===== src/rtl/sine_voice_scheduler_pkg.sv =====
// Shared widths, FSM encoding and the output saturation helper for the
// polyphonic sine voice scheduler.
package synth_pkg;

  localparam int PHASE_W  = 16;
  localparam int SAMPLE_W = 24;
  localparam int MIDI_W   = 7;

  // Frame sequencer states: wait for a tick, issue every voice, wait for the
  // sine pipeline to empty, then publish the mixed sample.
  typedef enum logic [1:0] {
    ST_IDLE,
    ST_ISSUE,
    ST_DRAIN,
    ST_MIX
  } state_t;

  // Clamp a sign-extended mix value into the signed 24-bit output range.
  function automatic logic [SAMPLE_W-1:0] sat_sample(input logic signed [47:0] v);
    if (v > 48'sh7F_FFFF) begin
      return 24'h7F_FFFF;
    end else if (v < -48'sh80_0000) begin
      return 24'h80_0000;
    end else begin
      return v[SAMPLE_W-1:0];
    end
  endfunction

endpackage


===== src/rtl/sine_voice_scheduler_if.sv =====
// Bundle of the note-command, sine-unit and mixed-output signals of the
// scheduler. The slave side is the scheduler; the master side is everything
// around it (note decoder, sine pipeline, output path).
interface sine_voice_scheduler_if
  import synth_pkg::*;
#(
  parameter int NVOICES = 8
);

  logic                clk_en;
  logic                i_tick;
  logic                i_cmd_valid;
  logic                i_cmd_on;
  logic [MIDI_W-1:0]   i_cmd_midi;
  logic [PHASE_W-1:0]  i_cmd_inc;
  logic                o_cmd_ready;
  logic                o_cmd_drop;
  logic [PHASE_W-1:0]  o_phase;
  logic [MIDI_W-1:0]   o_midi;
  logic                o_valid;
  logic [SAMPLE_W-1:0] i_sine;
  logic                i_sine_valid;
  logic [SAMPLE_W-1:0] o_sample;
  logic                o_sample_valid;
  logic                o_overrun;
  logic [NVOICES-1:0]  o_active;

  modport master (
    output clk_en, i_tick, i_cmd_valid, i_cmd_on, i_cmd_midi, i_cmd_inc,
           i_sine, i_sine_valid,
    input  o_cmd_ready, o_cmd_drop, o_phase, o_midi, o_valid,
           o_sample, o_sample_valid, o_overrun, o_active
  );

  modport slave (
    input  clk_en, i_tick, i_cmd_valid, i_cmd_on, i_cmd_midi, i_cmd_inc,
           i_sine, i_sine_valid,
    output o_cmd_ready, o_cmd_drop, o_phase, o_midi, o_valid,
           o_sample, o_sample_valid, o_overrun, o_active
  );

endinterface


===== src/rtl/sine_voice_scheduler_voice_alloc.sv =====
// Voice allocation helper: finds the lowest-index free voice and the
// lowest-index active voice already playing a given note.
module voice_alloc
  import synth_pkg::*;
#(
  parameter int NVOICES = 8
) (
  input  logic [NVOICES-1:0]              active,
  input  logic [NVOICES-1:0][MIDI_W-1:0]  tags,
  input  logic [MIDI_W-1:0]               midi,
  output logic [$clog2(NVOICES)-1:0]      free_idx,
  output logic                            free_hit,
  output logic [$clog2(NVOICES)-1:0]      match_idx,
  output logic                            match_hit
);

  localparam int IDX_W = $clog2(NVOICES);

  // Priority encode from the top down so the lowest matching index wins.
  always_comb begin
    // NOTE: every output gets a default before the loop so no path leaves
    // one unassigned, which would otherwise infer a latch.
    free_idx  = '0;
    free_hit  = 1'b0;
    match_idx = '0;
    match_hit = 1'b0;
    for (int i = NVOICES - 1; i >= 0; i--) begin
      if (!active[i]) begin
        free_hit = 1'b1;
        free_idx = i[IDX_W-1:0];
      end
      if (active[i] && (tags[i] == midi)) begin
        match_hit = 1'b1;
        match_idx = i[IDX_W-1:0];
      end
    end
  end

endmodule


===== src/rtl/sine_voice_scheduler.sv =====
// Time-multiplexes one pipelined sine unit among NVOICES voices. Each sample
// tick walks every voice through the sine unit, sums the returned samples,
// and emits one shifted, saturated mix. Note commands are taken between
// frames only.
module sine_voice_scheduler
  import synth_pkg::*;
#(
  parameter int NVOICES  = 8,
  parameter int PIPE_LAT = 3,
  parameter int SHIFT    = 3
) (
  input logic                   clk,
  input logic                   rst,
  sine_voice_scheduler_if.slave bus
);

  localparam int IDX_W = $clog2(NVOICES);
  localparam int ACC_W = SAMPLE_W + IDX_W;
  localparam int CNT_W = $clog2(PIPE_LAT + 1);

  state_t                           state;
  logic [IDX_W-1:0]                 vidx;
  logic [CNT_W-1:0]                 drain_cnt;
  logic signed [ACC_W-1:0]          acc;

  logic [NVOICES-1:0][PHASE_W-1:0]  phase;
  logic [NVOICES-1:0][PHASE_W-1:0]  inc;
  logic [NVOICES-1:0][MIDI_W-1:0]   tag;
  logic [NVOICES-1:0]               active;

  logic                             cmd_ready;
  logic                             cmd_drop;
  logic [PHASE_W-1:0]               out_phase;
  logic [MIDI_W-1:0]                out_midi;
  logic                             out_valid;
  logic [SAMPLE_W-1:0]              out_sample;
  logic                             out_sample_valid;
  logic                             overrun;

  logic [IDX_W-1:0]                 free_idx;
  logic                             free_hit;
  logic [IDX_W-1:0]                 match_idx;
  logic                             match_hit;

  logic signed [ACC_W-1:0]          sine_ext;

  voice_alloc #(
    .NVOICES (NVOICES)
  ) u_voice_alloc (
    .active    (active),
    .tags      (tag),
    .midi      (bus.i_cmd_midi),
    .free_idx  (free_idx),
    .free_hit  (free_hit),
    .match_idx (match_idx),
    .match_hit (match_hit)
  );

  // Returned samples are signed; widen with sign extension, and contribute
  // nothing when the sine unit flags the slot as empty.
  assign sine_ext = bus.i_sine_valid
                  ? {{IDX_W{bus.i_sine[SAMPLE_W-1]}}, bus.i_sine}
                  : '0;

  // Frame sequencer, voice table and all registered outputs.
  always_ff @(posedge clk or posedge rst) begin
    if (rst) begin
      state            <= ST_IDLE;
      vidx             <= '0;
      drain_cnt        <= '0;
      acc              <= '0;
      // NOTE: the voice table is reset too: a stale active bit or tag after
      // reset would produce sound or match note-offs that nobody sent.
      phase            <= '0;
      inc              <= '0;
      tag              <= '0;
      active           <= '0;
      cmd_ready        <= 1'b0;
      cmd_drop         <= 1'b0;
      out_phase        <= '0;
      out_midi         <= '0;
      out_valid        <= 1'b0;
      out_sample       <= '0;
      out_sample_valid <= 1'b0;
      overrun          <= 1'b0;
    end else if (bus.clk_en) begin
      // NOTE: non-blocking assignments throughout, so every read in this
      // block sees the pre-edge value regardless of statement order.
      cmd_drop         <= 1'b0;
      out_valid        <= 1'b0;
      out_sample_valid <= 1'b0;
      overrun          <= bus.i_tick && (state != ST_IDLE);

      case (state)
        ST_IDLE: begin
          cmd_ready <= 1'b1;
          if (bus.i_cmd_valid) begin
            if (bus.i_cmd_on) begin
              if (match_hit) begin
                inc[match_idx]   <= bus.i_cmd_inc;
                phase[match_idx] <= '0;
              end else if (free_hit) begin
                tag[free_idx]    <= bus.i_cmd_midi;
                inc[free_idx]    <= bus.i_cmd_inc;
                phase[free_idx]  <= '0;
                active[free_idx] <= 1'b1;
              end else begin
                cmd_drop <= 1'b1;
              end
            end else if (match_hit) begin
              active[match_idx] <= 1'b0;
            end
          end
          // A command in the tick cycle lands in the table this edge, so the
          // first ISSUE cycle already sees it.
          if (bus.i_tick) begin
            state     <= ST_ISSUE;
            vidx      <= '0;
            acc       <= '0;
            cmd_ready <= 1'b0;
          end
        end

        ST_ISSUE: begin
          out_phase <= phase[vidx];
          out_midi  <= tag[vidx];
          out_valid <= active[vidx];
          if (active[vidx]) begin
            phase[vidx] <= phase[vidx] + inc[vidx];
          end
          acc  <= acc + sine_ext;
          vidx <= vidx + 1'b1;
          if (vidx == IDX_W'(NVOICES - 1)) begin
            state     <= ST_DRAIN;
            drain_cnt <= CNT_W'(PIPE_LAT - 1);
          end
        end

        ST_DRAIN: begin
          acc <= acc + sine_ext;
          if (drain_cnt == '0) begin
            state <= ST_MIX;
          end else begin
            drain_cnt <= drain_cnt - 1'b1;
          end
        end

        ST_MIX: begin
          out_sample       <= sat_sample(48'(acc >>> SHIFT));
          out_sample_valid <= 1'b1;
          cmd_ready        <= 1'b1;
          state            <= ST_IDLE;
        end

        default: begin
          state <= ST_IDLE;
        end
      endcase
    end
  end

  assign bus.o_cmd_ready    = cmd_ready;
  assign bus.o_cmd_drop     = cmd_drop;
  assign bus.o_phase        = out_phase;
  assign bus.o_midi         = out_midi;
  assign bus.o_valid        = out_valid;
  assign bus.o_sample       = out_sample;
  assign bus.o_sample_valid = out_sample_valid;
  assign bus.o_overrun      = overrun;
  assign bus.o_active       = active;

endmodule


===== src/flat_wrapper.sv =====
// flat-port wrapper written by rule: the top's interface ports become plain ports
module sine_voice_scheduler_flat import synth_pkg::*;
#(
  parameter int NVOICES  = 8,
  parameter int PIPE_LAT = 3,
  parameter int SHIFT    = 3
)
  (clk, rst, bus_clk_en, bus_i_tick, bus_i_cmd_valid, bus_i_cmd_on, bus_i_cmd_midi, bus_i_cmd_inc, bus_i_sine, bus_i_sine_valid, bus_o_cmd_ready, bus_o_cmd_drop, bus_o_phase, bus_o_midi, bus_o_valid, bus_o_sample, bus_o_sample_valid, bus_o_overrun, bus_o_active);
  sine_voice_scheduler_if #(.NVOICES(NVOICES)) bus_i ();
  input logic clk;
  input logic rst;
  input wire logic [$bits(bus_i.clk_en)-1:0] bus_clk_en;
  input wire logic [$bits(bus_i.i_tick)-1:0] bus_i_tick;
  input wire logic [$bits(bus_i.i_cmd_valid)-1:0] bus_i_cmd_valid;
  input wire logic [$bits(bus_i.i_cmd_on)-1:0] bus_i_cmd_on;
  input wire logic [$bits(bus_i.i_cmd_midi)-1:0] bus_i_cmd_midi;
  input wire logic [$bits(bus_i.i_cmd_inc)-1:0] bus_i_cmd_inc;
  input wire logic [$bits(bus_i.i_sine)-1:0] bus_i_sine;
  input wire logic [$bits(bus_i.i_sine_valid)-1:0] bus_i_sine_valid;
  output wire logic [$bits(bus_i.o_cmd_ready)-1:0] bus_o_cmd_ready;
  output wire logic [$bits(bus_i.o_cmd_drop)-1:0] bus_o_cmd_drop;
  output wire logic [$bits(bus_i.o_phase)-1:0] bus_o_phase;
  output wire logic [$bits(bus_i.o_midi)-1:0] bus_o_midi;
  output wire logic [$bits(bus_i.o_valid)-1:0] bus_o_valid;
  output wire logic [$bits(bus_i.o_sample)-1:0] bus_o_sample;
  output wire logic [$bits(bus_i.o_sample_valid)-1:0] bus_o_sample_valid;
  output wire logic [$bits(bus_i.o_overrun)-1:0] bus_o_overrun;
  output wire logic [$bits(bus_i.o_active)-1:0] bus_o_active;
  assign bus_i.clk_en = bus_clk_en;
  assign bus_i.i_tick = bus_i_tick;
  assign bus_i.i_cmd_valid = bus_i_cmd_valid;
  assign bus_i.i_cmd_on = bus_i_cmd_on;
  assign bus_i.i_cmd_midi = bus_i_cmd_midi;
  assign bus_i.i_cmd_inc = bus_i_cmd_inc;
  assign bus_i.i_sine = bus_i_sine;
  assign bus_i.i_sine_valid = bus_i_sine_valid;
  assign bus_o_cmd_ready = bus_i.o_cmd_ready;
  assign bus_o_cmd_drop = bus_i.o_cmd_drop;
  assign bus_o_phase = bus_i.o_phase;
  assign bus_o_midi = bus_i.o_midi;
  assign bus_o_valid = bus_i.o_valid;
  assign bus_o_sample = bus_i.o_sample;
  assign bus_o_sample_valid = bus_i.o_sample_valid;
  assign bus_o_overrun = bus_i.o_overrun;
  assign bus_o_active = bus_i.o_active;
  sine_voice_scheduler #(.NVOICES(NVOICES), .PIPE_LAT(PIPE_LAT), .SHIFT(SHIFT)) u_core (.clk(clk), .rst(rst), .bus(bus_i));
endmodule

===== config.mk =====
export PLATFORM = sky130hd
export DESIGN_NAME = sine_voice_scheduler_flat
export DESIGN_NICKNAME = d
export VERILOG_FILES = /design/src/rtl/sine_voice_scheduler_pkg.sv /design/src/rtl/sine_voice_scheduler_if.sv /design/src/rtl/sine_voice_scheduler_voice_alloc.sv /design/src/rtl/sine_voice_scheduler.sv /design/src/flat_wrapper.sv
export SDC_FILE = /design/constraint.sdc
export NUM_CORES = 1
export LEC_CHECK = 0
export BUFFER_PORTS_ARGS = -buffer_cell sky130_fd_sc_hd__buf_2
export CAP_MARGIN = 20
export CORE_ASPECT_RATIO = 1.75
export CORE_MARGIN = 3
export CORE_UTILIZATION = 50
export CTS_CLUSTER_DIAMETER = 150
export DETAILED_ROUTE_END_ITERATION = 10
export GPL_ROUTABILITY_DRIVEN = 0
export PLACE_DENSITY = 0.67
export SLEW_MARGIN = 20
export SYNTH_ARGS = -nofsm -noshare
export SYNTH_HDL_FRONTEND = slang
export SYNTH_SLANG_ARGS = --single-unit

===== constraint.sdc =====
create_clock -name clk -period 19.4 [get_ports clk]
set_input_delay 4.85 -clock clk [delete_from_list [all_inputs] [get_ports clk]]
set_output_delay 4.85 -clock clk [all_outputs]
set_load 0.1 [all_outputs]

# Word-level counts from Yosys, hierarchy flattened
# Index checks and enable logic that the tools add are counted.
# totals
output_inout_bits,60
inputBits,54
regBits,406
elab_cells,201
# classes
n_eq_ne,21
n_addsub,4
n_lt_le_gt_ge,8
n_bitwise,8
reduce_logical,33
muxes,90
# ops
operator,n
128-bit 2-to-1 mux,7
128-bit bitwise mux,3
128-bit AND,2
128-bit NOT,2
128-bit case mux with 2 select lines,1
16-bit demux with 3-bit select,3
16-bit binary-select mux with 3-bit select,2
16-bit 2-to-1 mux,5
56-bit bitwise mux,1
7-bit == test,8
27-bit 2-to-1 mux,2
27-bit case mux with 2 select lines,1
3-bit 2-to-1 mux,17
24-bit 2-to-1 mux,2
8-bit 2-to-1 mux,4
27-bit adder,1
1-bit 2-to-1 mux,27
24-bit > comparator (second input constant),1
24-bit less-than comparator (second input constant),1
7-bit binary-select mux with 3-bit select,1
7-bit demux with 3-bit select,1
6-bit AND reduction,3
16-bit adder,1
7-bit 2-to-1 mux,2
29 further kinds,66

# Depth between registers and ports, before layout
# logic_depth
depth_word,20
ltp_mapped,20
depth_no_buf,15

# Hierarchy
# From an unflattened synthesis, not the netlist that was laid out.
# hier_totals
cells_unflattened,1859
hier_area_um2,21091.5
# by_module_without_submodules
mod,area_per_inst_um2,instances,cells_per_inst
sine_voice_scheduler,20194.4,1,1742
voice_alloc,897.1,1,117

# Least setup slack after synthesis
# No wires, ideal clock.
# synth_path
kind,input-to-reg
from,input bus_i_cmd_midi[6]
to,"register u_core.active[7], in the netlist u_core.bus.o_active[7]"
t_required_ns,19.276
arrival_time_ns,7.490
path_stages,13
slack_ns,11.786
cell_sequence,buf_4 > xor2_1 > nor4_2 > and4_1 > nor2_2 > nand4_4 > buf_8 > inv_1 > ha_1 > or3b_1 > buf_2 > or4_1 > a22o_1
# synth_via
elab_chain_len,18
# synth_lines
item,line,source
start: declaration,flat_wrapper.sv:16,input wire logic [$bits(bus_i.i_cmd_midi)-1:0] bus_i_cmd_midi;
7-bit == test,sine_voice_scheduler_voice_alloc.sv:32,if (active[i] && (tags[i] == midi)) begin
1-bit logical AND,sine_voice_scheduler_voice_alloc.sv:32,
3-bit 2-to-1 mux (8 in a row),sine_voice_scheduler_voice_alloc.sv:32,
3-bit by 4-bit less-than comparator with 1-bit output (not written as such) or 3-bit by 1-bit greater-or-equal comparator with 1-bit output (tied branches),sine_voice_scheduler.sv:111,active[match_idx] <= 1'b0;
1-bit logical AND (not written as such),sine_voice_scheduler.sv:111,
1-bit 2-to-1 mux (not written as such),sine_voice_scheduler.sv:111,
1-bit demux with 3-bit select,n/a,
8-bit NOT (no source line),n/a,
8-bit AND (no source line),n/a,
8-bit 2-to-1 mux,sine_voice_scheduler.sv:110,end else if (match_hit) begin
8-bit 2-to-1 mux,sine_voice_scheduler.sv:98,if (bus.i_cmd_on) begin
end signal: assignment,sine_voice_scheduler.sv:77,active <= '0;
end signal: indexed assignment,sine_voice_scheduler.sv:106,active[free_idx] <= 1'b1;
end signal: indexed assignment,sine_voice_scheduler.sv:111,
end: declaration,sine_voice_scheduler.sv:29,logic [NVOICES-1:0] active;
# Several ways; a longest one is shown, not always the timed one. The select of a mux whose other input is x is not followed.
# A chain may end at the register's enable or synchronous reset.

# Worst setup path after layout
# layout_path
from,input bus_i_cmd_midi[3]
to,register u_core.inc[39] (netlist bit)
# layout_via
elab_chain_len,16
# layout_lines
item,line,source
7-bit == test,sine_voice_scheduler_voice_alloc.sv:32,
1-bit logical AND,sine_voice_scheduler_voice_alloc.sv:32,
3-bit 2-to-1 mux (8 in a row),sine_voice_scheduler_voice_alloc.sv:32,
3-bit by 4-bit less-than comparator with 1-bit output (not written as such) or 3-bit by 1-bit greater-or-equal comparator with 1-bit output (tied branches),sine_voice_scheduler.sv:100,inc[match_idx] <= bus.i_cmd_inc;
1-bit logical AND (not written as such),sine_voice_scheduler.sv:100,
16-bit 2-to-1 mux (not written as such),sine_voice_scheduler.sv:100,
16-bit demux with 3-bit select,n/a,
128-bit bitwise mux,sine_voice_scheduler.sv:100,
128-bit 2-to-1 mux,sine_voice_scheduler.sv:99,if (match_hit) begin
end signal: indexed assignment,sine_voice_scheduler.sv:100,
end signal: indexed assignment,sine_voice_scheduler.sv:104,inc[free_idx] <= bus.i_cmd_inc;
end: declaration,sine_voice_scheduler.sv:27,logic [NVOICES-1:0][PHASE_W-1:0] inc;
# Several ways; a longest one is shown, not always the timed one.

==> impl_results.html <==
<table>
<tr><th>Metric</th><th>Value</th></tr>
<tr><th colspan="2">Setup path</th></tr>
<tr><td>Worst Setup SP</td><td>bus_i_cmd_midi[3]</td></tr>
<tr><td>Category of the worst setup path launch point</td><td>input pin</td></tr>
<tr><td>Cell depth of the worst flop-to-flop path</td><td>16</td></tr>
<tr><td>Minimum setup slack among reg-to-reg paths</td><td>13790 ps</td></tr>
<tr><td>End of the worst register-to-register path</td><td>u_core.phase[61]$_DFFE_PP0P_</td></tr>
<tr><td>Data required time at the worst endpoint</td><td>19830 ps</td></tr>
<tr><td>Arrival time reported for the critical path endpoint</td><td>8260 ps</td></tr>
<tr><td>Critical path destination</td><td>u_core.inc[39]$_DFFE_PP0P_</td></tr>
<tr><td>Origin of the critical flop-to-flop path</td><td>u_core.vidx[0]$_DFFE_PP0P_</td></tr>
<tr><td>Critical-path maximum fanout</td><td>16</td></tr>
<tr><td>Nature of the critical path endpoint</td><td>flip-flop</td></tr>
<tr><td>Classification of the worst setup path</td><td>input pin to flip-flop</td></tr>
<tr><th colspan="2">Yosys</th></tr>
<tr><td>Most used flip-flop cell after synthesis</td><td>dfrtp_1</td></tr>
<tr><td>Count of cell types in the netlist</td><td>about 70</td></tr>
<tr><td>Cell count after synthesis</td><td>between 1500 and 2000</td></tr>
<tr><td>Share of synthesized area occupied by flip-flops and latches</td><td>0.505</td></tr>
<tr><td>Post-synthesis instance area</td><td>approximately 0.020 sq mm</td></tr>
<tr><td>Cell type contributing the most total cell area after synthesis</td><td>dfrtp_1</td></tr>
<tr><td>Number of warning messages in the yosys log</td><td>0</td></tr>
<tr><td>Yosys reg bits</td><td>around 410</td></tr>
<tr><td>Fraction of synthesized cell area taken by the top area cell type</td><td>0.505</td></tr>
<tr><td>Post-synth net total</td><td>between 1500 and 2000</td></tr>
<tr><td>Top area cells in the synthesized netlist</td><td>dfrtp_1 (51%), mux2_2 (13%), a22o_1 (6.0%)</td></tr>
<tr><td>Mean instance size in the synthesized netlist</td><td>approximately 12 sq um</td></tr>
<tr><td>Proportion of synthesized flip-flops having asynchronous set or reset</td><td>1.00</td></tr>
<tr><td>Number of enable-type register cells in the synthesized netlist</td><td>0</td></tr>
<tr><th colspan="2">Timing</th></tr>
<tr><td>Final Max Tran Viols</td><td>0</td></tr>
<tr><td>Post-route worst hold slack</td><td>roughly 500 ps</td></tr>
<tr><td>Setup Skew</td><td>between 15 and 20 ps</td></tr>
<tr><td>Setup total negative slack</td><td>0 ps</td></tr>
<tr><td>Worst-margin pin slew</td><td>roughly 1200 ps</td></tr>
<tr><td>Setup repair after global routing missed its margin</td><td>no</td></tr>
<tr><td>Remaining max-slew budget at the tightest pin</td><td>0.226</td></tr>
<tr><td>Setup violations, final</td><td>0</td></tr>
<tr><td>Final period utilization</td><td>0.404</td></tr>
<tr><td>Total count of hold-check failures in the final report</td><td>0</td></tr>
<tr><td>Max Fclk</td><td>approximately 130 MHz</td></tr>
<tr><td>Clock period minus final worst setup slack</td><td>approximately 7800 ps</td></tr>
<tr><th colspan="2">Clock network</th></tr>
<tr><td>H-Tree Level Count</td><td>2</td></tr>
<tr><td>Number of buffers created by CTS</td><td>39</td></tr>
<tr><td>Clock transition time at the flip-flop clock pins of the worst setup and hold paths</td><td>60 ps</td></tr>
<tr><td>Post-CTS setup-driven buffer insertion count</td><td>0</td></tr>
<tr><td>Post-cts hold buffer count</td><td>0</td></tr>
<tr><td>Clock root buffer</td><td>clkbuf_16</td></tr>
<tr><td>Sink count of the clock tree</td><td>406</td></tr>
<tr><td>Clock buffer depth</td><td>3</td></tr>
<tr><td>CTS tree</td><td>yes</td></tr>
<tr><td>Total of cells resized after clock tree synthesis</td><td>0</td></tr>
<tr><td>Insertion delay of the later-clocked pin in the worst-skew pair</td><td>~560 ps</td></tr>
<tr><th colspan="2">Place</th></tr>
<tr><td>Port Buffers</td><td>roughly 110</td></tr>
<tr><td>Detailed-placement wirelength estimate</td><td>~37 mm</td></tr>
<tr><th colspan="2">Global routing</th></tr>
<tr><td>Number of antenna violations at the first check in global routing</td><td>0</td></tr>
<tr><td>Sum of overflow across all layers after global routing</td><td>0</td></tr>
<tr><td>Global-route wire length before repair</td><td>approximately 90 mm</td></tr>
<tr><td>Largest net degree at the start of global routing</td><td>191</td></tr>
<tr><td>Overall Global Routing Usage</td><td>0.269</td></tr>
<tr><td>Via count of the first global-routing pass</td><td>~16000</td></tr>
<tr><th colspan="2">Hold path</th></tr>
<tr><td>HP Class</td><td>flip-flop to flip-flop</td></tr>
<tr><th colspan="2">Pwr</th></tr>
<tr><td>Flop pwr share</td><td>0.345</td></tr>
<tr><td>Relative contribution of combinational cells to total power</td><td>0.421</td></tr>
<tr><td>Worst vdd rail ir drop</td><td>between 0.1 and 0.15 mV</td></tr>
<tr><td>Int Pwr</td><td>just under 2 mW</td></tr>
<tr><td>NetSw</td><td>around 1.5 mW</td></tr>
<tr><td>PwrDens</td><td>around 150 mW/mm^2</td></tr>
<tr><td>Clock group share of total power</td><td>0.233</td></tr>
<tr><td>Total leakage power</td><td>10.5 nW</td></tr>
<tr><td>Switching share of power</td><td>0.435</td></tr>
<tr><th colspan="2">Cells and area</th></tr>
<tr><td>Nets</td><td>1876</td></tr>
<tr><td>Area Overhead vs Synth</td><td>11.5%</td></tr>
<tr><td>Share of layout cells above drive strength 1</td><td>0.261</td></tr>
<tr><td>Area of the multi-input gates</td><td>approximately 0.0094 sq mm</td></tr>
<tr><td>Register area</td><td>~0.01 sq mm</td></tr>
<tr><td>Filler Cells Inserted</td><td>about 3300</td></tr>
<tr><th colspan="2">Floorplan</th></tr>
<tr><td>Site row count</td><td>96</td></tr>
<tr><td>Floorplan die area</td><td>0.0428 sq mm</td></tr>
<tr><td>DIE WIDTH</td><td>about 160 um</td></tr>
<tr><td>I/O pin count</td><td>~110</td></tr>
<tr><td>Vertical extent of the die</td><td>around 270 um</td></tr>
<tr><td>Starting density of the core</td><td>0.509</td></tr>
<tr><td>Core area</td><td>slightly below 0.04 sq mm</td></tr>
<tr><th colspan="2">Route</th></tr>
<tr><td>1st-pass router iterations</td><td>5</td></tr>
<tr><td>Vias per cell</td><td>6.48</td></tr>
<tr><td>Starting DRT DRC Count</td><td>~1200</td></tr>
<tr><td>Final wirelength</td><td>roughly 57 mm</td></tr>
<tr><td>Routed length per placed instance</td><td>roughly 25 um</td></tr>
<tr><td>Post-route antenna net violation count</td><td>0</td></tr>
<tr><td>Vias</td><td>about 15000</td></tr>
<tr><td>Number of remaining DRC errors</td><td>0</td></tr>
<tr><th colspan="2">Status</th></tr>
<tr><td>Run status</td><td>finished, final reports clean</td></tr>
<tr><th colspan="2">Job</th></tr>
<tr><td>Maxcap violations</td><td>0</td></tr>
</table>
worst min path at each step:
stage	from	end	slack [ps]	cells past startpoint
detailed placement	u_core.phase[16]$_DFFE_PP0P_	u_core.phase[16]$_DFFE_PP0P_	480	1
CTS	u_core.bus.o_sample[0]$_DFFE_PP0P_	u_core.bus.o_sample[0]$_DFFE_PP0P_	500	1
finish	u_core.bus.o_sample[0]$_DFFE_PP0P_	u_core.bus.o_sample[0]$_DFFE_PP0P_	500	1
floorplan	u_core.acc[2]$_DFFE_PP0P_	u_core.acc[2]$_DFFE_PP0P_	460	2
global placement	u_core.acc[2]$_DFFE_PP0P_	u_core.acc[2]$_DFFE_PP0P_	470	2
global route	u_core.bus.o_sample[0]$_DFFE_PP0P_	u_core.bus.o_sample[0]$_DFFE_PP0P_	510	1
final cells by class:
class,count,share of cell area
flip-flops and latches,406,0.453
clock buffers,52,0.0480
diodes,1,0.000112
repair buffers,140,0.0359
inverters,27,0.00485
well taps,490,0.0273
clock inverters,14,0.0107
multi-input cells,1157,0.420
logic make-up (layout without fill, tap and decap cells):
logic type / count (synthesis) / in the layout / synth area share
fa+ha+maj: 51 / 51 / 0.0325
xor+xnor: 91 / 91 / 0.0396
mux: 244 / 244 / 0.139
other cells: 0 / 1 / 0
flops: 406 / 406 / 0.505
compound gates: 460 / 460 / 0.172
buf+inv: 141 / 233 / 0.0301
simple gates: 311 / 311 / 0.0826
per-layer routing:
metal | up-vias | share of wire | GRT usage
li1 | 6515 | - | -
met2 | 611 | 0.51 | 0.461
met3 | 200 | 0.057 | 0.0415
met1 | 7486 | 0.37 | 0.316
met5 | - | 0 | 0
met4 | 0 | 0.062 | 0.153
cell usage in the layout (no fill, tap or decap), types with 5 or more instances in the layout:
cell type	instances
a21o_1	10
a21oi_1	44
a221oi_1	7
a22o_1	138
a22oi_1	123
a31oi_1	15
and2_1	31
and3_1	8
buf_2	113
buf_4	24
bufinv_16	6
clkbuf_1	9
clkbuf_16	40
dfrtp_1	406
ha_1	49
inv_1	26
mux2_2	228
mux2i_1	11
mux4_2	5
nand2_1	70
nand2b_1	9
nand3_1	27
nand4_1	47
nor2_1	42
nor2b_1	13
nor3_1	15
nor4_1	6
o211ai_1	7
o21a_1	6
o21ai_0	49
o21bai_1	5
o31ai_1	5
or3_1	9
xnor2_1	52
xor2_1	39
stage by stage:
stage	instances	setup WS, ps	area [sq um]	total power, mW	util
floorplan	1704	3260	20100	2.25	-
global placement	2219	11230	21100	2.60	0.533
detailed placement	2219	11170	21100	2.63	0.533
CTS	2285	11730	22400	3.44	0.566
global route	2286	11440	22400	3.59	0.568
finish	2287	11570	22400	3.43	0.568
worst max-delay path, stage by stage:
cell and delay [ps]:
buf_2 290, xor2_1 270, nor4_2 100, and4_1 240
a21oi_2 230, nand4_4 260, o32ai_1 590, nor2b_2 990
mux2_2 420
cells in the mapped netlist (all sizes together) (4+ instances only):
library cell / number
mux4: 5
clkbuf: 68
o21bai: 6
ha: 49
nor2: 48
o211ai: 7
a211o: 4
nand3: 27
mux2: 228
a221oi: 7
and3: 8
buf: 46
a41oi: 4
o31ai: 6
a21oi: 50
a22oi: 123
xnor2: 52
dfrtp: 406
o21ai: 50
nor4: 8
nor2b: 18
a22o: 138
or3: 9
and2: 31
nand2b: 9
xor2: 39
o21a: 6
a21boi: 4
inv: 27
nand2: 71
nand4: 48
a31oi: 16
mux2i: 11
nor3: 20
a21o: 10
o22ai: 4
nor3b: 4
registers in the layout, indices dropped and copies added, names as in the netlist:
register	cells
u_core.bus.o_cmd_ready	1
u_core.inc	128
u_core.phase	128
u_core.bus.o_active	8
u_core.bus.o_overrun	1
u_core.bus.o_midi	7
u_core.state	2
u_core.bus.o_phase	16
u_core.acc	27
u_core.tag	56
u_core.bus.o_valid	1
u_core.bus.o_sample	24
u_core.bus.o_sample_valid	1
u_core.vidx	3
u_core.bus.o_cmd_drop	1
u_core.drain_cnt	2
power by group through the flow:
stage / Sequential [mW] / Clock (mW) / Combinational [mW]
finish: 1.18 / 0.800 / 1.44
floorplan: 1.53 / 0 / 0.720
CTS: 1.18 / 0.814 / 1.44
global route: 1.21 / 0.851 / 1.53
global placement: 1.19 / 0 / 1.41
detailed placement: 1.19 / 0 / 1.44
No activity file was read; power rests on OpenSTA's default activity.
